## src/rtl/uart_tx_scheduler.sv

```systemverilog
// rtl/uart_tx_scheduler.sv - round-robin scheduler sharing one 32-bit UART transmitter
// Sequences grant, load strobe, start strobe and busy completion per word; outputs are registered.
module uart_tx_scheduler #(
    parameter int N_REQ        = 4,
    parameter int ID_W         = 2,
    parameter int GAP_CYCLES   = 16,
    parameter int BUSY_TIMEOUT = 1024
) (
    input  logic                i_clk,
    input  logic                _rst,
    input  logic [N_REQ-1:0]    req,
    input  logic [32*N_REQ-1:0] req_data,
    output logic [N_REQ-1:0]    ack,
    output logic [31:0]         o_data,
    output logic                o_fetch,
    output logic                o_transmit,
    input  logic                i_busy,
    output logic [ID_W-1:0]     o_grant_id,
    output logic                o_active,
    output logic                o_timeout_err
);
    localparam int TO_W  = (BUSY_TIMEOUT > 1) ? $clog2(BUSY_TIMEOUT) : 1;
    localparam int GAP_W = (GAP_CYCLES > 1) ? $clog2(GAP_CYCLES) : 1;
    localparam logic [TO_W-1:0]  TO_LAST  = TO_W'(BUSY_TIMEOUT - 1);
    localparam logic [GAP_W-1:0] GAP_LAST = GAP_W'((GAP_CYCLES > 0) ? GAP_CYCLES - 1 : 0);
    localparam logic [ID_W-1:0]  ID_LAST  = ID_W'(N_REQ - 1);

    typedef enum logic [2:0] {
        S_IDLE, S_LOAD, S_START, S_WAIT_BUSY, S_WAIT_DONE, S_GAP
    } state_t;

    state_t             state_q, state_d;
    logic [N_REQ-1:0]   ack_q, ack_d;
    logic [31:0]        data_q, data_d;
    logic               fetch_q, fetch_d;
    logic               transmit_q, transmit_d;
    logic [ID_W-1:0]    grant_q, grant_d;
    logic               active_q, active_d;
    logic               err_q, err_d;
    logic [ID_W-1:0]    ptr_q, ptr_d;
    logic [TO_W-1:0]    to_cnt_q, to_cnt_d;
    logic [GAP_W-1:0]   gap_cnt_q, gap_cnt_d;

    logic [2*N_REQ-1:0] req_dbl;
    logic [N_REQ-1:0]   req_rot;
    logic [ID_W:0]      pick_sum;
    logic [ID_W-1:0]    pick_id;
    logic [31:0]        pick_data;
    logic [N_REQ-1:0]   grant_onehot;
    logic [ID_W-1:0]    ptr_after;

    // Rotate requests so bit 0 is the pointer position; the lowest set bit wins.
    always_comb begin
        req_dbl  = {req, req} >> ptr_q;
        req_rot  = req_dbl[N_REQ-1:0];
        pick_sum = '0;
        for (int i = N_REQ - 1; i >= 0; i--) begin
            if (req_rot[i]) begin
                pick_sum = {1'b0, ptr_q} + (ID_W+1)'(i);
            end
        end
        if (pick_sum >= (ID_W+1)'(N_REQ)) begin
            pick_sum = pick_sum - (ID_W+1)'(N_REQ);
        end
        pick_id = pick_sum[ID_W-1:0];
    end

    always_comb begin
        pick_data    = '0;
        grant_onehot = '0;
        for (int i = 0; i < N_REQ; i++) begin
            if (ID_W'(i) == pick_id) begin
                pick_data = req_data[32*i +: 32];
            end
            grant_onehot[i] = (ID_W'(i) == grant_q);
        end
        ptr_after = (grant_q == ID_LAST) ? '0 : grant_q + 1'b1;
    end

    // Strobes are registered one state ahead, so o_data settles a full cycle before o_fetch.
    always_comb begin
        state_d    = state_q;
        ack_d      = '0;
        data_d     = data_q;
        fetch_d    = 1'b0;
        transmit_d = 1'b0;
        grant_d    = grant_q;
        active_d   = active_q;
        err_d      = err_q;
        ptr_d      = ptr_q;
        to_cnt_d   = to_cnt_q;
        gap_cnt_d  = gap_cnt_q;
        unique case (state_q)
            S_IDLE: begin
                if (|req) begin
                    grant_d  = pick_id;
                    data_d   = pick_data;
                    active_d = 1'b1;
                    state_d  = S_LOAD;
                end
            end
            S_LOAD: begin
                fetch_d = 1'b1;
                state_d = S_START;
            end
            S_START: begin
                transmit_d = 1'b1;
                to_cnt_d   = '0;
                state_d    = S_WAIT_BUSY;
            end
            S_WAIT_BUSY: begin
                if (i_busy) begin
                    state_d = S_WAIT_DONE;
                end else if (to_cnt_q == TO_LAST) begin
                    err_d     = 1'b1;
                    active_d  = 1'b0;
                    ptr_d     = ptr_after;
                    gap_cnt_d = '0;
                    state_d   = (GAP_CYCLES == 0) ? S_IDLE : S_GAP;
                end else begin
                    to_cnt_d = to_cnt_q + 1'b1;
                end
            end
            S_WAIT_DONE: begin
                if (!i_busy) begin
                    ack_d     = grant_onehot;
                    active_d  = 1'b0;
                    ptr_d     = ptr_after;
                    gap_cnt_d = '0;
                    state_d   = (GAP_CYCLES == 0) ? S_IDLE : S_GAP;
                end
            end
            S_GAP: begin
                if (gap_cnt_q == GAP_LAST) begin
                    state_d = S_IDLE;
                end else begin
                    gap_cnt_d = gap_cnt_q + 1'b1;
                end
            end
            default: state_d = S_IDLE;
        endcase
    end

    always_ff @(posedge i_clk or negedge _rst) begin
        if (!_rst) begin
            state_q    <= S_IDLE;
            ack_q      <= '0;
            data_q     <= '0;
            fetch_q    <= 1'b0;
            transmit_q <= 1'b0;
            grant_q    <= '0;
            active_q   <= 1'b0;
            err_q      <= 1'b0;
            ptr_q      <= '0;
            to_cnt_q   <= '0;
            gap_cnt_q  <= '0;
        end else begin
            state_q    <= state_d;
            ack_q      <= ack_d;
            data_q     <= data_d;
            fetch_q    <= fetch_d;
            transmit_q <= transmit_d;
            grant_q    <= grant_d;
            active_q   <= active_d;
            err_q      <= err_d;
            ptr_q      <= ptr_d;
            to_cnt_q   <= to_cnt_d;
            gap_cnt_q  <= gap_cnt_d;
        end
    end

    assign ack           = ack_q;
    assign o_data        = data_q;
    assign o_fetch       = fetch_q;
    assign o_transmit    = transmit_q;
    assign o_grant_id    = grant_q;
    assign o_active      = active_q;
    assign o_timeout_err = err_q;

endmodule

```

## config.mk

```make
export PLATFORM = sky130hd
export DESIGN_NAME = uart_tx_scheduler
export DESIGN_NICKNAME = d
export VERILOG_FILES = /design/src/rtl/uart_tx_scheduler.sv
export SDC_FILE = /design/constraint.sdc
export NUM_CORES = 1
export LEC_CHECK = 0
export ABC_AREA = 1
export CAP_MARGIN = 20
export CORE_MARGIN = 2
export CORE_UTILIZATION = 45
export CTS_CLUSTER_DIAMETER = 40
export DETAILED_ROUTE_END_ITERATION = 8
export PLACE_DENSITY_LB_ADDON = 0.3
export SKIP_CTS_REPAIR_TIMING = 1
export SYNTH_ARGS = -nofsm -noshare
export SYNTH_HDL_FRONTEND = slang
export SYNTH_SLANG_ARGS = --single-unit
export TNS_END_PERCENT = 30
```

## constraint.sdc

```tcl
create_clock -name i_clk -period 5.3 [get_ports i_clk]
set_input_delay 1.06 -clock i_clk [delete_from_list [all_inputs] [get_ports i_clk]]
set_output_delay 1.06 -clock i_clk [all_outputs]
set_load 0.05 [all_outputs]
```

; ---- Word-level counts from Yosys, hierarchy flattened
; Index checks and enable logic that the tools add are counted.
[word_totals]
ff_bits = 61
word_cells = 95
inputBits = 135
out_inout_bits = 42
[op_classes]
mux = 37
addsub = 7
order_cmp = 1
bitwise_logic = 1
reduce_logical = 15
shifts = 1
n_eq_ne = 22
[op_table]
columns = cell, count
row1 = $mux 32, 4
row2 = $mux 3, 9
row3 = $mux 4, 6
row4 = $mux 10, 2
row5 = $pmux 10 s2, 1
row6 = $pmux 3 s6, 1
row7 = $ne 2x2->1 const B, 7
row8 = $pmux 4 s3, 1
row9 = $add 10x1->10 const B, 1
row10 = $eq 10x10->1 const B, 1
row11 = $mux 2, 5
row12 = $reduce_and 5->1, 2
row13 = $eq 2x2->1 const A, 4
row14 = $reduce_and 4->1, 2
row15 = $shr 8x2->4, 1
row16 = $add 2x2->3 const B, 2
row17 = $eq 3x2->1 const B, 2
row18 = $eq 3x3->1 const B, 2
row19 = $mux 1, 6
row20 = $reduce_and 3->1, 2
row21 = $reduce_bool 3->1, 2
row22 = $add 4x1->4 const B, 1
row23 = $eq 1x2->1 const A, 2
row24 = $eq 4x4->1 const B, 1
row25 = 15 further kinds, 17

; ---- Logic depth before layout (Yosys ltp)
[depth]
depth_word = 12
mapped_depth = 18
depth_no_buf = 15

; ---- Least setup slack after synthesis
; No wires, ideal clock.
[synth_path]
path_type = input port to flip-flop
startpoint = input req[3]
endpoint = register data_q[10], in the netlist o_data[10]
path_buffers = 2
t_arrival_ns = 2.239
required_ns = 5.182
setup_slack_ns = 2.944
cell_stages = 16
cell_sequence = inv_1 -> nand2_2 -> nand3_4 -> nand2_2 -> inv_2 -> nand2_1 -> nand2_1 -> nand2_4 -> inv_2 -> buf_6 -> buf_6 -> nand3_1 -> nand3_1 -> nand2_1 -> nand2_1 -> nand2_1
[synth_between]
elab_chain_cells = 12
elab_cells_between_ends = 18
[synth_lines]
columns = element, line
row1 = start: declaration, 11  ; input logic [N_REQ-1:0] req,
row2 = $shr 8x2->4, 54  ; req_dbl = {req, req} >> ptr_q;
row3 = $mux 3 (4 in a row), 58  ; if (req_rot[i]) begin
row4 = $ge 3x3->1 or $sub 2x1->2 (tied branches), "62, 63"
row5 = $mux 2, 62  ; if (pick_sum >= (ID_W+1)'(N_REQ)) begin
row6 = $logic_not 2->1, 72  ; if (ID_W'(i) == pick_id) begin
row7 = $mux 32 (4 in a row), 72
row8 = end signal: assignment, 160  ; data_q <= data_d;
row9 = end: declaration, 34  ; logic [31:0] data_q, data_d;
; Several ways; a longest one is shown, not always the timed one.
; A chain may end at the register's enable or synchronous reset.

; ---- Worst setup path in the final report
[layout_path]
startpoint = input req[3]
endpoint = register data_q[22], in the netlist o_data[22]
; The elaborated chain is that of the path after synthesis.

==> run summary <==
RSZ-0062 raised after global routing: no
clock network fraction of total power: 0.119
Worst setup EP type: register
vias in the first global route: 4474
Worst-Margin Slew: 0.787 ns
cells after synthesis: 596
Final #Nets: 903
Mean Syn Cell Area: 6.71 µm²
# rows: 34
clock sinks: 61
Overflow after GRT: 0
Die Width: 98.3 µm
cell area after layout: 6000 µm²
fin crit share: 0.667
HPWL Detailed: 9270 µm
Top FF cell, synth: dfrtp_1
synth-to-layout area growth: 50.1%
Area after DPL: 5760 µm²
top post-synthesis cells by area: dfrtp_1 38%, nand2_1 19%, nand3_1 10%
Slew Limit Fails: 0
1st-iter DRT viols: 200
TNS Setup: 0 ns
power per cell area: 674 nW/µm²
fin crit period: 3.53 ns
Arrival @ worst endpoint: 3.82 ns
core area: 8680 µm²
first-pass GRT wire length: 20400 µm
full die area: 9650 µm²
FMAX: 283 MHz
clk root buf: clkbuf_8
Ant. Diodes: 0
Post-Syn Area: 4000 µm²
Vias: 4509
later-pin clock latency in the skew report: 0.35 ns
vias per inst: 5.15
crit-path max FO: 43
Clock Path Buffers: 2
asr flop ratio synth: 1.00
Worst Skew: 0.0176 ns
Seq/Total Area, Yosys: 0.382
crit path launch type: input pin
VDD IR max: 0.000393 V
leading area contributor after synthesis: dfrtp_1
router iterations before antenna repair: 6
CTS clk-pin slew, worst paths: 0.07 ns
fraction of final layout cells sized beyond drive strength 1: 0.0469
Layout Cells excl Fill: 875
Hold/Removal Path Class: reg2reg
DRC Markers: 0
final worst slack: 1.77 ns
Final GP Congestion: 0.896
Reg power frac: 0.196
Port Buffers: 176
All-Layer GR Usage: 0.261
Yosys top cell area share: 0.382
DP Worst Slack: 1.50 ns
Int Power: 1.82 mW
Syn Nets: 737
Total Wirelength: 12700 µm
Syn. warnings: 0
I/O pins: 177
Post-synth EDFFs: 0
Num CTS Buffers: 9
Filler cells: 762
initial antenna violation count: 0
combinational fraction of design power: 0.685
largest net degree at the start of global routing: 62
Final Util: 0.692
Initial Util: 0.461
CTS tree: yes
Hold Fails Final Rpt: 0
CP required: 5.58 ns
flop and latch count out of synthesis: 61
Placed Cells: 858
max_cap viols: 0
Die Height: 98.3 µm
antenna-violating nets left: 0
CP Class: in2reg
P_sw: 2.22 mW
status: finished clean
# setup viols final: 0
Yosys cell types: 35
switching share of total power: 0.549
Slew headroom: 0.475
drt wl/cell: 14.5 µm
H-tree Lvls: 3
Leak: 2.98 nW
-- critical path: stages --
cell and delay [ns]:
clkdlybuf4s50_1 0.53, inv_1 0.07, nand2_2 0.09, nand3_4 0.15, nand2_2 0.13, inv_2 0.03, nand2_1 0.05, nand2_1 0.07
nand2_4 0.40, inv_2 0.28, nor2_4 0.54, nand2_1 0.16, nand3_1 0.13, nand2_1 0.05, nand2_1 0.05
-- layout by cell type, fill, tap and decap left out, types with 3 or more instances in the layout --
master / netlist / final
dfrtp_1: 61 / 61
a21oi_1: 8 / 8
o21ai_1: 10 / 10
nand3_1: 83 / 83
ha_1: 6 / 6
xor2_1: 3 / 3
nand2_2: 4 / 4
inv_2: 3 / 3
inv_1: 79 / 79
nand2_1: 206 / 206
o21ai_0: 49 / 49
clkdlybuf4s50_1: 0 / 175
nor2_1: 29 / 29
nor3_1: 4 / 4
nand2_4: 5 / 5
clkbuf_8: 0 / 11
-- path summary, 6_finish.rpt --
kind / start / cells past startpoint / slack, ns / endpoint
setup / recovery: req[3] / 15 / 1.77 / o_data[22]$_DFFE_PN0P_
hold / removal: o_timeout_err$_DFFE_PN0P_ / 1 / 0.47 / o_timeout_err$_DFFE_PN0P_
min in group asynchronous: _rst / 2 / 0.87 / ack[1]$_DFF_PN0_
max in group asynchronous: _rst / 2 / 3.90 / gap_cnt_q[3]$_DFFE_PN0P_
hold reg to reg: o_timeout_err$_DFFE_PN0P_ / 1 / 0.47 / o_timeout_err$_DFFE_PN0P_
setup reg to reg: ptr_q[0]$_DFFE_PN0P_ / 14 / 2.43 / o_data[22]$_DFFE_PN0P_
-- state kept, by name, summed over array words and instances, names as in the netlist --
| register | flops |
|---|---|
| o_fetch | 1 |
| o_timeout_err | 1 |
| state_q | 3 |
| o_data | 32 |
| gap_cnt_q | 4 |
| o_active | 1 |
| ptr_q | 2 |
| to_cnt_q | 10 |
| o_grant_id | 2 |
| o_transmit | 1 |
| ack | 4 |
-- synth_stat cells (2+ instances only) --
master,number
a21oi_1,8
a31oi_1,2
buf_2,6
buf_4,2
buf_6,6
clkbuf_1,9
dfrtp_1,61
ha_1,6
inv_1,79
inv_2,3
nand2_1,206
nand2_2,4
nand2_4,5
nand3_1,83
nand3b_1,2
nand4_1,2
nor2_1,29
nor2_4,2
nor3_1,4
nor4_1,2
o21ai_0,49
o21ai_1,10
o22ai_1,2
xor2_1,3
-- metal layers --
| layer | global-route usage | up-vias | share of wire |
|---|---|---|---|
| met5 | 0 | - | 0 |
| met4 | 0.120 | 0 | 0.035 |
| met3 | 0.0573 | 35 | 0.070 |
| met2 | 0.444 | 193 | 0.49 |
| met1 | 0.317 | 2062 | 0.41 |
| li1 | - | 2219 | - |
-- through the flow --
step / power, mW / hold slack, ns
floorplan: 2.86 / 0.471
global route: 4.37 / 0.502
CTS: 4.02 / 0.474
global placement: 3.45 / 0.451
finish: 4.04 / 0.470
detailed placement: 3.53 / 0.458
-- area by class of cell --
type	instances	area, µm²	share of cell area
Timing Repair Buffer	179	1790	0.298
Multi-Input combinational cell	428	2010	0.335
Clock buffer	13	159	0.0265
Inverter	83	314	0.0523
Sequential cell	61	1530	0.254
Clock inverter	3	67.6	0.0113
Tap cell	108	135	0.0225
-- cell families (layout without fill, tap and decap cells) --
logic type / count (synthesis) / in the layout / synth area share
and+or+nand+nor: 343 / 343 / 0.376
buffers and inverters: 107 / 278 / 0.116
AOI/OAI and AO/OA: 75 / 75 / 0.0986
DFF: 61 / 61 / 0.382
adders and majority gates: 6 / 6 / 0.0188
xor gates and xnor gates: 4 / 4 / 0.00877
-- power by group through the flow --
stage	combinational [mW]	sequential (mW)	clock [mW]
floorplan	1.63	1.23	0
global placement	2.66	0.789	0
detailed placement	2.74	0.789	0
CTS	2.75	0.789	0.484
global route	3.06	0.812	0.501
finish	2.77	0.791	0.483
Note: power is estimated with default switching activity, not from simulation.
